File: src/rtl/lcd_read_ctrl.sv
// lcd_read_ctrl
//   Read-side controller for an HD44780-style character LCD bus. Runs timed
//   read cycles (RW=1) to fetch either the busy flag / address counter
//   (RS=0) or a DDRAM/CGRAM byte (RS=1). In poll mode it repeats busy-flag
//   reads until the LCD reports ready or a timeout expires, so the writer
//   can replace its fixed delays with a status poll.
//
// Ports
//   clk        in   system clock (50 MHz nominal)
//   reset      in   asynchronous, active-low reset
//   req        in   start a read; accepted only while ready=1
//   req_rs     in   RS for the read: 0 = busy flag/address, 1 = data RAM
//   req_poll   in   with req_rs=0, repeat busy-flag reads until BF=0/timeout
//   ready      out  controller idle and able to accept req
//   done       out  one-cycle pulse; rd_data/busy_flag/timeout valid with it
//   rd_data    out  last byte published at done, held until the next done
//   busy_flag  out  rd_data[7] when the last read used RS=0, else 0
//   timeout    out  poll gave up with BF still set; held like rd_data
//   bus_own    out  reader owns E/RS/RW; the writer must stay off the bus
//   lcd_e      out  LCD enable (registered)
//   lcd_rs     out  LCD register select
//   lcd_rw     out  LCD read/write, 1 while the reader owns the bus
//   lcd_db_in  in   LCD data bus as seen by the reader (never driven here)

module lcd_read_ctrl #(
  parameter int T_AS_CYC    = 3,
  parameter int T_EH_CYC    = 13,
  parameter int T_AH_CYC    = 1,
  parameter int T_CYC_MIN   = 25,
  parameter int TIMEOUT_CYC = 100000
) (
  input  logic       clk,
  input  logic       reset,
  input  logic       req,
  input  logic       req_rs,
  input  logic       req_poll,
  output logic       ready,
  output logic       done,
  output logic [7:0] rd_data,
  output logic       busy_flag,
  output logic       timeout,
  output logic       bus_own,
  output logic       lcd_e,
  output logic       lcd_rs,
  output logic       lcd_rw,
  input  logic [7:0] lcd_db_in
);

  // Recovery stretches the E-low time so rise-to-rise meets T_CYC_MIN.
  localparam int T_REC_RAW = T_CYC_MIN - T_EH_CYC - T_AH_CYC;
  localparam int T_REC     = (T_REC_RAW < 1) ? 1 : T_REC_RAW;

  localparam int MAX_AE  = (T_AS_CYC > T_EH_CYC) ? T_AS_CYC : T_EH_CYC;
  localparam int MAX_HR  = (T_AH_CYC > T_REC) ? T_AH_CYC : T_REC;
  localparam int MAX_DUR = (MAX_AE > MAX_HR) ? MAX_AE : MAX_HR;
  // The phase timer holds duration-1 down to 0.
  localparam int TMR_W   = (MAX_DUR < 2) ? 1 : $clog2(MAX_DUR);
  localparam int TC_W    = $clog2(TIMEOUT_CYC + 1);

  localparam logic [TMR_W-1:0] AS_LD  = TMR_W'(T_AS_CYC - 1);
  localparam logic [TMR_W-1:0] EH_LD  = TMR_W'(T_EH_CYC - 1);
  localparam logic [TMR_W-1:0] AH_LD  = TMR_W'(T_AH_CYC - 1);
  localparam logic [TMR_W-1:0] REC_LD = TMR_W'(T_REC - 1);
  localparam logic [TC_W-1:0]  TC_SAT = TC_W'(TIMEOUT_CYC);

  typedef enum logic [2:0] {
    IDLE    = 3'd0,
    SETUP   = 3'd1,
    EHIGH   = 3'd2,
    HOLD    = 3'd3,
    RECOVER = 3'd4,
    DONE    = 3'd5
  } state_t;

  state_t            state, state_n;
  logic [TMR_W-1:0]  tmr, tmr_n;
  logic [TC_W-1:0]   tcount;
  logic              rs_q, poll_q;
  logic [7:0]        cap_q;

  logic              accept;
  logic              publish;
  logic              capture;
  logic              tc_expired;
  logic              rs_n;
  logic              own_n;

  assign ready      = (state == IDLE);
  assign tc_expired = (tcount >= TC_SAT);

  always_ff @(posedge clk or negedge reset) begin
    if (!reset) begin
      state <= IDLE;
      tmr   <= '0;
    end else begin
      state <= state_n;
      tmr   <= tmr_n;
    end
  end

  always_comb begin
    state_n = state;
    tmr_n   = (tmr != '0) ? tmr - TMR_W'(1) : tmr;
    accept  = 1'b0;
    publish = 1'b0;
    capture = 1'b0;
    case (state)
      IDLE: begin
        if (req) begin
          accept  = 1'b1;
          state_n = SETUP;
          tmr_n   = AS_LD;
        end
      end
      SETUP: begin
        if (tmr == '0) begin
          state_n = EHIGH;
          tmr_n   = EH_LD;
        end
      end
      EHIGH: begin
        // Last E-high cycle: the LCD has had the full access time.
        if (tmr == '0) begin
          capture = 1'b1;
          state_n = HOLD;
          tmr_n   = AH_LD;
        end
      end
      HOLD: begin
        if (tmr == '0) begin
          state_n = RECOVER;
          tmr_n   = REC_LD;
        end
      end
      RECOVER: begin
        if (tmr == '0) begin
          if (!poll_q || !cap_q[7] || tc_expired) begin
            publish = 1'b1;
            state_n = DONE;
          end else begin
            state_n = SETUP;
            tmr_n   = AS_LD;
          end
        end
      end
      DONE: begin
        state_n = IDLE;
      end
      default: begin
        state_n = IDLE;
        tmr_n   = '0;
      end
    endcase

    // RS must already be valid in the first SETUP cycle, so bypass rs_q on accept.
    rs_n  = accept ? req_rs : rs_q;
    own_n = (state_n == SETUP) || (state_n == EHIGH) ||
            (state_n == HOLD)  || (state_n == RECOVER);
  end

  // Bus and result registers: driven from the next state so every output is
  // a flop and E cannot glitch.
  always_ff @(posedge clk or negedge reset) begin
    if (!reset) begin
      rs_q      <= 1'b0;
      poll_q    <= 1'b0;
      tcount    <= '0;
      lcd_e     <= 1'b0;
      lcd_rs    <= 1'b0;
      lcd_rw    <= 1'b0;
      bus_own   <= 1'b0;
      done      <= 1'b0;
      rd_data   <= 8'h00;
      busy_flag <= 1'b0;
      timeout   <= 1'b0;
    end else begin
      if (accept) begin
        rs_q   <= req_rs;
        poll_q <= req_poll & ~req_rs;
        tcount <= '0;
      end else if (!tc_expired) begin
        tcount <= tcount + TC_W'(1);
      end
      lcd_e   <= (state_n == EHIGH);
      lcd_rs  <= own_n & rs_n;
      lcd_rw  <= own_n;
      bus_own <= own_n;
      done    <= (state_n == DONE);
      if (publish) begin
        rd_data   <= cap_q;
        busy_flag <= cap_q[7] & ~rs_q;
        // Reaching DONE with BF still set in poll mode can only mean expiry.
        timeout   <= poll_q & cap_q[7];
      end
    end
  end

  // Raw sample of the bus; only meaningful after a read, so no reset needed.
  always_ff @(posedge clk) begin
    if (capture) begin
      cap_q <= lcd_db_in;
    end
  end

endmodule

File: config.mk
export PLATFORM = sky130hd
export DESIGN_NAME = lcd_read_ctrl
export DESIGN_NICKNAME = d
export VERILOG_FILES = /design/src/rtl/lcd_read_ctrl.sv
export SDC_FILE = /design/constraint.sdc
export NUM_CORES = 1
export LEC_CHECK = 0
export ABC_AREA = 0
export CORE_MARGIN = 8
export CORE_UTILIZATION = 59
export DETAILED_ROUTE_END_ITERATION = 8
export PLACE_DENSITY = 0.8
export SLEW_MARGIN = 0
export SYNTH_ARGS = -nofsm -noshare
export SYNTH_HDL_FRONTEND = slang
export SYNTH_SLANG_ARGS = --single-unit
File: constraint.sdc
create_clock -name clk -period 4.6 [get_ports clk]
set_input_delay 1.15 -clock clk [delete_from_list [all_inputs] [get_ports clk]]
set_output_delay 1.15 -clock clk [all_outputs]
set_load 0.005 [all_outputs]
## Word level (Yosys, flattened, before mapping)

Cells that the tools add are included.

- Bitwise gates (word level): 6
- Muxes and demuxes: 25
- Add/subtract/negate cells: 2
- Order comparisons: 1
- Reductions and logical operators: 10
- Equal/unequal tests: 11

Operator list:

| cell | number |
|---|---|
| $mux 17 | 2 |
| $mux 4 | 7 |
| $pmux 4 s6 | 1 |
| $mux 3 | 6 |
| $add 17x1->17 const B | 1 |
| $ge 17x17->1 const B | 1 |
| $pmux 3 s5 | 1 |
| $eq 3x2->1 const B | 4 |
| $eq 3x3->1 const B | 4 |
| $mux 1 | 8 |
| $eq 3x1->1 const B | 2 |
| $logic_or 1x1->1 | 5 |
| $and 1x1->1 | 4 |
| $logic_not 4->1 | 1 |
| $reduce_bool 4->1 | 1 |
| $sub 4x1->4 const B | 1 |
| $logic_not 3->1 | 1 |
| $logic_not 1->1 | 2 |
| $ne 2x2->1 const B | 1 |
| $not 1->1 | 2 |

- Output and inout port bits: 16
- Logic and storage cells: 68
- Register bits: 48

## Logic depth before layout (Yosys ltp)

Gate-level depths: netlist of the first run.

- Depth in word-level cells: 11
- Mapped depth: 9
- Depth with buffers taken out: 8

## Worst setup path after synthesis of the first run

No wires, ideal clock.

- Path type: register -> register
- Start point: register tmr[0]
- End point: register cap_q[0], enable pin
- Setup slack: 2.119 ns
- Clock period less this slack: 2.481 ns
- Stages on the path, launching flop included: 6
- Arrival time: 2.083 ns
- Library setup time: 0.398 ns
- Cells stage by stage: dfrtp_1 -> inv_1 -> ha_1 -> nor3b_4 -> inv_1 -> nor4b_1

- Cells in the longest elaborated chain, start to end: 3

RTL lines:

| what | line | text |
|---|---|---|
| start: declaration | 76 | `logic [TMR_W-1:0] tmr, tmr_n;` |
| start signal: assignment | 97 | `tmr <= tmr_n;` |
| $logic_not 4->1 | 123 | `if (tmr == '0) begin` |
| $mux 1 | 123 |  |
| $mux 1 | 107 | `case (state)` |
| named net capture | 83 | `logic capture;` |
| end signal: assignment | 201 | `cap_q <= lcd_db_in;` |
| end: declaration | 79 | `logic [7:0] cap_q;` |

The timed path passes the listed nets, and every way through them passes these cells.
A chain may end at the register's enable or synchronous reset.

## Worst setup path after layout of the first run

- Start point: register state[1]
- End point: output port ready

- Cells in the longest elaborated chain, start to end: 1

RTL lines:

| what | line | text |
|---|---|---|
| start: declaration | 75 | `state_t state, state_n;` |
| start signal: assignment | 96 | `state <= state_n;` |
| $logic_not 3->1 | 88 | `assign ready = (state == IDLE);` |
| end: declaration | 37 | `output logic ready,` |

No other way between the ends.

==> impl_results.md, run 1 <==
- Status: complete, no violations
- Htree depth: 2
- R2R cell count: 8
- Setup slack after layout: 1.57 ns
- CORE AREA: 0.00391 mm2
- Flops & latches, synth: 48
- Max VDD drop: 0.264 mV
- I/O Pins: 29
- Syn nets: 244
- EDFF count, synth: 8
- Largest net degree at the start of global routing: just over 40
- Commonest non-fill, non-tap cell in the layout: dfrtp_1
- Total GRT Usage: 0.153
- Rel. slew slack: 0.310
- Prevailing post-synth register cell: dfrtp_1
- Gr ovfl total: 0
- Comb pwr share: 0.343
- PortBufs: 28
- Die area: 0.00624 mm2
- Register area share after synthesis: 0.530
- Area grow syn2layout: 15.5%
- Worst skew pair latency: 0.29 ns
- Hold buffer count at CTS: 0
- Commonest cells after routing, fill and taps aside: dfrtp_1 (40), nor2_1 (28), clkdlybuf4s50_1 (27)
- Crit. End Element: output pin
- Crit Path Class: reg2out
- Clock-pin slew on the worst setup and hold paths: 0.09 ns
- Final ANT Viol Nets: 0
- GPL Wtd Cong: roughly 0.9
- Hold Startpoint: cap_q[6]$_DFFE_PP_
- Final slew viol count: 0
- Post-CTS repair timing setup buffer count: 0
- Iter 0 DRT Violations: 109
- Drt total wl: between 4 and 5 mm
- Fill count: 312
- Final Critical Period: 3.03 ns
- Worst reg2reg endpoint: tmr[0]$_DFF_PN0_
- Min Hold Slack: 0.487 ns
- WHS Endpoint: rd_data[6]$_DFFE_PN0P_
- FP Rows: 23
- Dpl hpwl: 3.21 mm
- RR Startpoint: tmr[0]$_DFF_PN0_
- CTS root buf: clkbuf_8
- Max-Cap Viols: 0
- Synth warn: 0
- Setup TNS: 0 ns
- Max Clk Rate: roughly 330 MHz
- TritonCTS Sinks: 48
- Initial antenna violation count: 0
- Clock Skews: 0.00199 ns
- Die Ht: 79.0 um
- Die Wd: 79.0 um
- Ys async rst share: 0.833
- Min-Delay Path Class: reg2reg
- Layout Cells excl Fill: about 300
- Antenna cells: 0
- Final net count: 265
- Hold depth: 1
- Flop-to-flop setup slack: 2.05 ns
- Number of remaining DRC errors: 0
- Starting Density: 0.599
- Endpoints failing hold: 0
- Cells after DPL: roughly 290
- Final setup viols: 0
- Drt pass-1 iters: 4
- Unrepaired setup endpoints after global routing: false
- Crit Path Max Fanout: 15
- First-pass GRT wire length: 7.84 mm
- Worst slew pin tran: between 1 and 1.5 ns
- Layout cells sized above 1: 0.0964
- Worst Path Arrival: 1.88 ns
- Flop pwr share: 0.479
- Net switching power of the design: roughly 0.00049 W
- CP Launch Type: flop
- Post-Syn Instances: 227
- Clock power frac: 0.178
- Switching Fraction: 0.357
- Via Count: 1732
- Resize count post-CTS: 0
- Leakage: 1.19 nW
- CTS tree: built
- WL/cell: 15.3 um
- Syn Area/Cell: ~10 um2
- Post-synth cell types: about 50
- Final period util: 0.659
- CP Data Required Time: 3.45 ns
- Dpl ws: 1.90 ns
- Pwr Density: 503 mW/mm2
- Power Internal: 0.000876 W
- Vias in the first global route: 1656
- Vias/cell: 5.79
- Total CTS buffers: 5
- Clk buf depth: 2
- Mapped cell area: approximately 0.0023 mm2
## cells by family (layout without fill, tap and decap cells)
logic type | Yosys count | count (layout) | synth area share
compound gates | 45 | 45 | 0.125
xor+xnor | 14 | 14 | 0.0523
fa+ha+maj | 4 | 4 | 0.0214
buf+inv | 23 | 45 | 0.0438
flops | 48 | 48 | 0.530
mux | 9 | 9 | 0.0427
simple gates | 84 | 84 | 0.185
## flip-flops by register name, indices dropped and copies added, names as in the netlist
register   count
tcount        17
state          3
cap_q          8
rd_data        8
timeout        1
lcd_rw         1
poll_q         1
lcd_rs         1
lcd_e          1
rs_q           1
tmr            4
done           1
busy_flag      1
## layout make-up
type	instances	area (um2)	share of cell area
inverters	8	30.0	0.0111
multi-input cells	156	1010	0.372
well taps	50	62.6	0.0231
flip-flops and latches	48	1240	0.459
clock inverters	2	11.3	0.00416
repair buffers	29	283	0.104
clock buffers	6	72.6	0.0268
## cells in the mapped netlist (2+ instances only)
library cell,instances,area share
a211oi_1,4,0.013
a21oi_1,16,0.034
a31oi_1,3,0.0080
and2_1,3,0.0080
and4_1,2,0.0075
buf_1,2,0.0032
buf_4,2,0.0064
clkbuf_1,9,0.014
dfrtp_1,40,0.43
edfxtp_1,8,0.10
ha_1,4,0.021
inv_1,8,0.013
mux2_2,8,0.038
nand2_1,18,0.029
nand2b_1,3,0.0080
nand3_1,4,0.0085
nand4_1,7,0.019
nor2_1,28,0.045
nor2b_1,4,0.011
nor3_1,4,0.0085
o21ai_0,7,0.015
o31ai_1,2,0.0064
or3_1,3,0.0080
xnor2_1,13,0.049
## worst max-delay path by stage
stage	cells after the start	end	start	slack, ns
4_1_cts	3	ready	state[1]$_DFF_PN0_	1.57
5_1_grt	3	ready	state[1]$_DFF_PN0_	1.47
2_1_floorplan	5	cap_q[0]$_DFFE_PP_	tmr[0]$_DFF_PN0_	2.12
6_report	3	ready	state[1]$_DFF_PN0_	1.57
3_3_place_gp	3	ready	state[1]$_DFF_PN0_	1.92
3_5_place_dp	3	ready	state[1]$_DFF_PN0_	1.90
## metrics by stage
stage                     total power, W  utilization  cell area [um2]
after floorplan                 0.000956            -             2340
after detailed placement         0.00113        0.670             2620
after global routing             0.00146        0.691             2710
final                            0.00136        0.691             2710
after CTS                        0.00137        0.691             2710
after global placement           0.00111        0.670             2620
## routing by layer
layer  vias to the layer above  part of all wire  wire [um]  GRT usage
li1                        830                 -          -          -
met1                       850              0.46       2100      0.214
met2                        45              0.47       2170      0.228
met3                         7             0.055        254     0.0429
met4                         0             0.011         51     0.0444
met5                         -                 0          0          0
## critical path: stages (launching register included)
cell             delay [ns]
dfrtp_1                0.54
or2_2                  0.42
nor2_1                 0.10
clkdlybuf4s50_1        0.52
## power groups by stage
stage	combinational (W)	clock [W]	sequential, W
after floorplan	0.000350	0	0.000605
after global placement	0.000459	0	0.000654
after detailed placement	0.000470	0	0.000659
after CTS	0.000473	0.000245	0.000651
after global routing	0.000531	0.000264	0.000669
final	0.000468	0.000243	0.000652
Power figures use the tool's default switching activity.
==> inputs of run 2 (changes only) <==
CORE_UTILIZATION = 55   (was 59)
PLACE_DENSITY = 0.75   (was 0.8)
clock period = 2.9 ns   (was 4.6 ns; I/O delays follow)
==> run 2 against run 1 <==
Worst hold slack got worse by 0.0082 ns. Routed wire length is 2.3% higher. Worst setup slack got worse by 1.3 ns. Clock power is 94% higher. Die area up 5.8%. Clock skew grew 0.0035 ns. Critical path type unchanged. Highest routed layer unchanged.
==> impl_results.md, run 2 (same netlist as run 1, synthesis figures left out) <==
- Vias/cell: 5.60 (-3.2%)
- Pwr Density: 824 mW/mm2 (+64%)
- Commonest cells after routing, fill and taps aside: dfrtp_1 (40), nor2_1 (28), clkdlybuf4s50_1 (27)
- Crit Path Max Fanout: 15 (unchanged)
- Worst skew pair latency: 0.30 ns (about the same)
- Crit path max-delay cell type: dfrtp_1
- Crit. End Element: output pin
- Min-Delay Path Class: reg2reg
- Initial antenna violation count: 0 (unchanged)
- Worst slew pin tran: 1.08 ns (+0.0536 ns)
- Resize count post-CTS: 0 (unchanged)
- Largest regs: tcount x17, cap_q x8, rd_data x8
- CP Launch Type: flop
- WL/cell: 15.6 um (+1.6%)
- Max-Cap Viols: 0 (unchanged)
- Htree depth: 2 (unchanged)
- CTS root buf: clkbuf_8
- Final net count: 267 (+0.75%)
- Slowest cell delay on critical path: 0.54 ns (about the same)
- TritonCTS Sinks: 48 (unchanged)
- Top reg by flops: tcount
- Crit-path leading delay family: flip-flops
- CTS tree: built
- I/O Pins: 29 (unchanged)
- Die area: 0.00661 mm2 (+5.8%)
- Total CTS buffers: 5 (unchanged)
- Max VDD drop: 0.484 mV (+84%)
- Hold Startpoint: cap_q[5]$_DFFE_PP_
- GPL Wtd Cong: 0.820 (-8.2%)
- Flop-to-flop setup slack: 0.53 ns (-1.52 ns)
- Drt total wl: 4.68 mm (+2.3%)
- Leakage: 1.21 nW (+2.3%)
- Vias in the first global route: 1666 (+0.60%)
- Post-CTS repair timing setup buffer count: 0 (unchanged)
- First-pass GRT wire length: 7.91 mm (+0.88%)
- Setup TNS: 0 ns (unchanged)
- Final Critical Period: 2.60 ns
- Power Internal: 0.00149 W (+70%)
- Dpl cell area: 0.00264 mm2 (+0.57%)
- RR Startpoint: tmr[0]$_DFF_PN0_
- Status: complete, no violations
- Switching Fraction: 0.343 (-0.0137)
- PortBufs: 28 (unchanged)
- CP bufs+invs: 1 (unchanged)
- Hold buffer count at CTS: 0 (unchanged)
- Comb pwr share: 0.333 (-0.010)
- Endpoints failing hold: 0 (unchanged)
- Net switching power of the design: 0.000776 W (+60%)
- Min Hold Slack: 0.479 ns (-0.00822 ns)
- Rel. slew slack: 0.275 (-0.0359)
- R2R cell count: 7 (-1)
- Drt pass-1 iters: 4 (unchanged)
- FP Rows: 23 (unchanged)
- Number of remaining DRC errors: 0 (unchanged)
- Max Clk Rate: 384 MHz
- CP Cell Sequence: or2_2 > nor2_1 > clkdlybuf4s50_1
- Largest net degree at the start of global routing: 41 (unchanged)
- Gr ovfl total: 0 (unchanged)
- Final setup viols: 0 (unchanged)
- Final slew viol count: 0 (unchanged)
- Area grow syn2layout: 17.1%
- Total GRT Usage: 0.153 (-0.000874)
- Layout cells sized above 1: 0.108 (+0.0112)
- Hold depth: 1 (unchanged)
- Number of flip-flops under the largest register name: 17 (unchanged)
- Final period util: 0.898
- Clock-pin slew on the worst setup and hold paths: 0.09 ns (about the same)
- Clock power frac: 0.208 (+0.030)
- Via Count: 1687 (-2.6%)
- Flop pwr share: 0.459 (-0.020)
- Unrepaired setup endpoints after global routing: false
- Final ANT Viol Nets: 0 (unchanged)
- Crit Path Class: reg2out
- Dpl hpwl: 3.18 mm (-0.78%)
- CORE AREA: 0.00406 mm2 (+3.7%)
- Post-Route Utilization: 0.677 (-0.0150)
- Commonest non-fill, non-tap cell in the layout: dfrtp_1
- Clock Skews: 0.00548 ns (+0.00349 ns)
- Die Ht: 81.3 um (+2.8%)
- Clk buf depth: 2 (unchanged)
- Antenna cells: 0 (unchanged)
- WHS Endpoint: rd_data[5]$_DFFE_PN0P_
- Iter 0 DRT Violations: 151 (+39%)
- Die Wd: 81.3 um (+2.8%)
- Final Instance Area: 0.00275 mm2 (+1.4%)
- CP Data Required Time: 2.17 ns (-1.28 ns)
- Worst reg2reg endpoint: rd_data[7]$_DFFE_PN0P_
- Worst Path Arrival: 1.88 ns (about the same)
- Starting Density: 0.578 (-0.0212)
## run 2: worst max path at each step
stage	from	endpoint	depth (start not counted)
after CTS	state[1]$_DFF_PN0_	ready	3
after global placement	tmr[0]$_DFF_PN0_	rd_data[4]$_DFFE_PN0P_	7
after floorplan	tmr[0]$_DFF_PN0_	cap_q[0]$_DFFE_PP_	5
after global routing	state[1]$_DFF_PN0_	ready	3
after detailed placement	tmr[0]$_DFF_PN0_	rd_data[7]$_DFFE_PN0P_	7
final	state[1]$_DFF_PN0_	ready	3
## run 2: power groups by stage
stage	clock network (W)	logic (W)	registers, W
after detailed placement	0	0.000755	0.00105
after floorplan	0	0.000556	0.000960
after global routing	0.000509	0.000844	0.00107
final	0.000471	0.000754	0.00104
after CTS	0.000487	0.000764	0.00103
after global placement	0	0.000740	0.00104
## run 2: cell type report
type,count,area [um2]
fillers,311,1310
inverters,8,30.0
multi-input cells,156,1010
repair buffers,31,298
flip-flops and latches,48,1240
well taps,50,62.6
clock inverters,2,35.0
clock buffers,6,72.6
## run 2: metrics by stage
stage	worst slack (ns)	power, W	instances
global route	0.176	0.00242	301
global placement	0.615	0.00178	293
finish	0.296	0.00226	301
CTS	0.270	0.00229	301
floorplan	0.419	0.00152	227
detailed placement	0.511	0.00180	293
## run 2: metal layers
metal / vias up / global-route usage / share of wire
met4: 0 / 0.0643 / 0.016
met1: 810 / 0.202 / 0.47
met3: 8 / 0.0331 / 0.042
li1: 831 / - / -
met2: 38 / 0.235 / 0.47
met5: - / 0 / 0
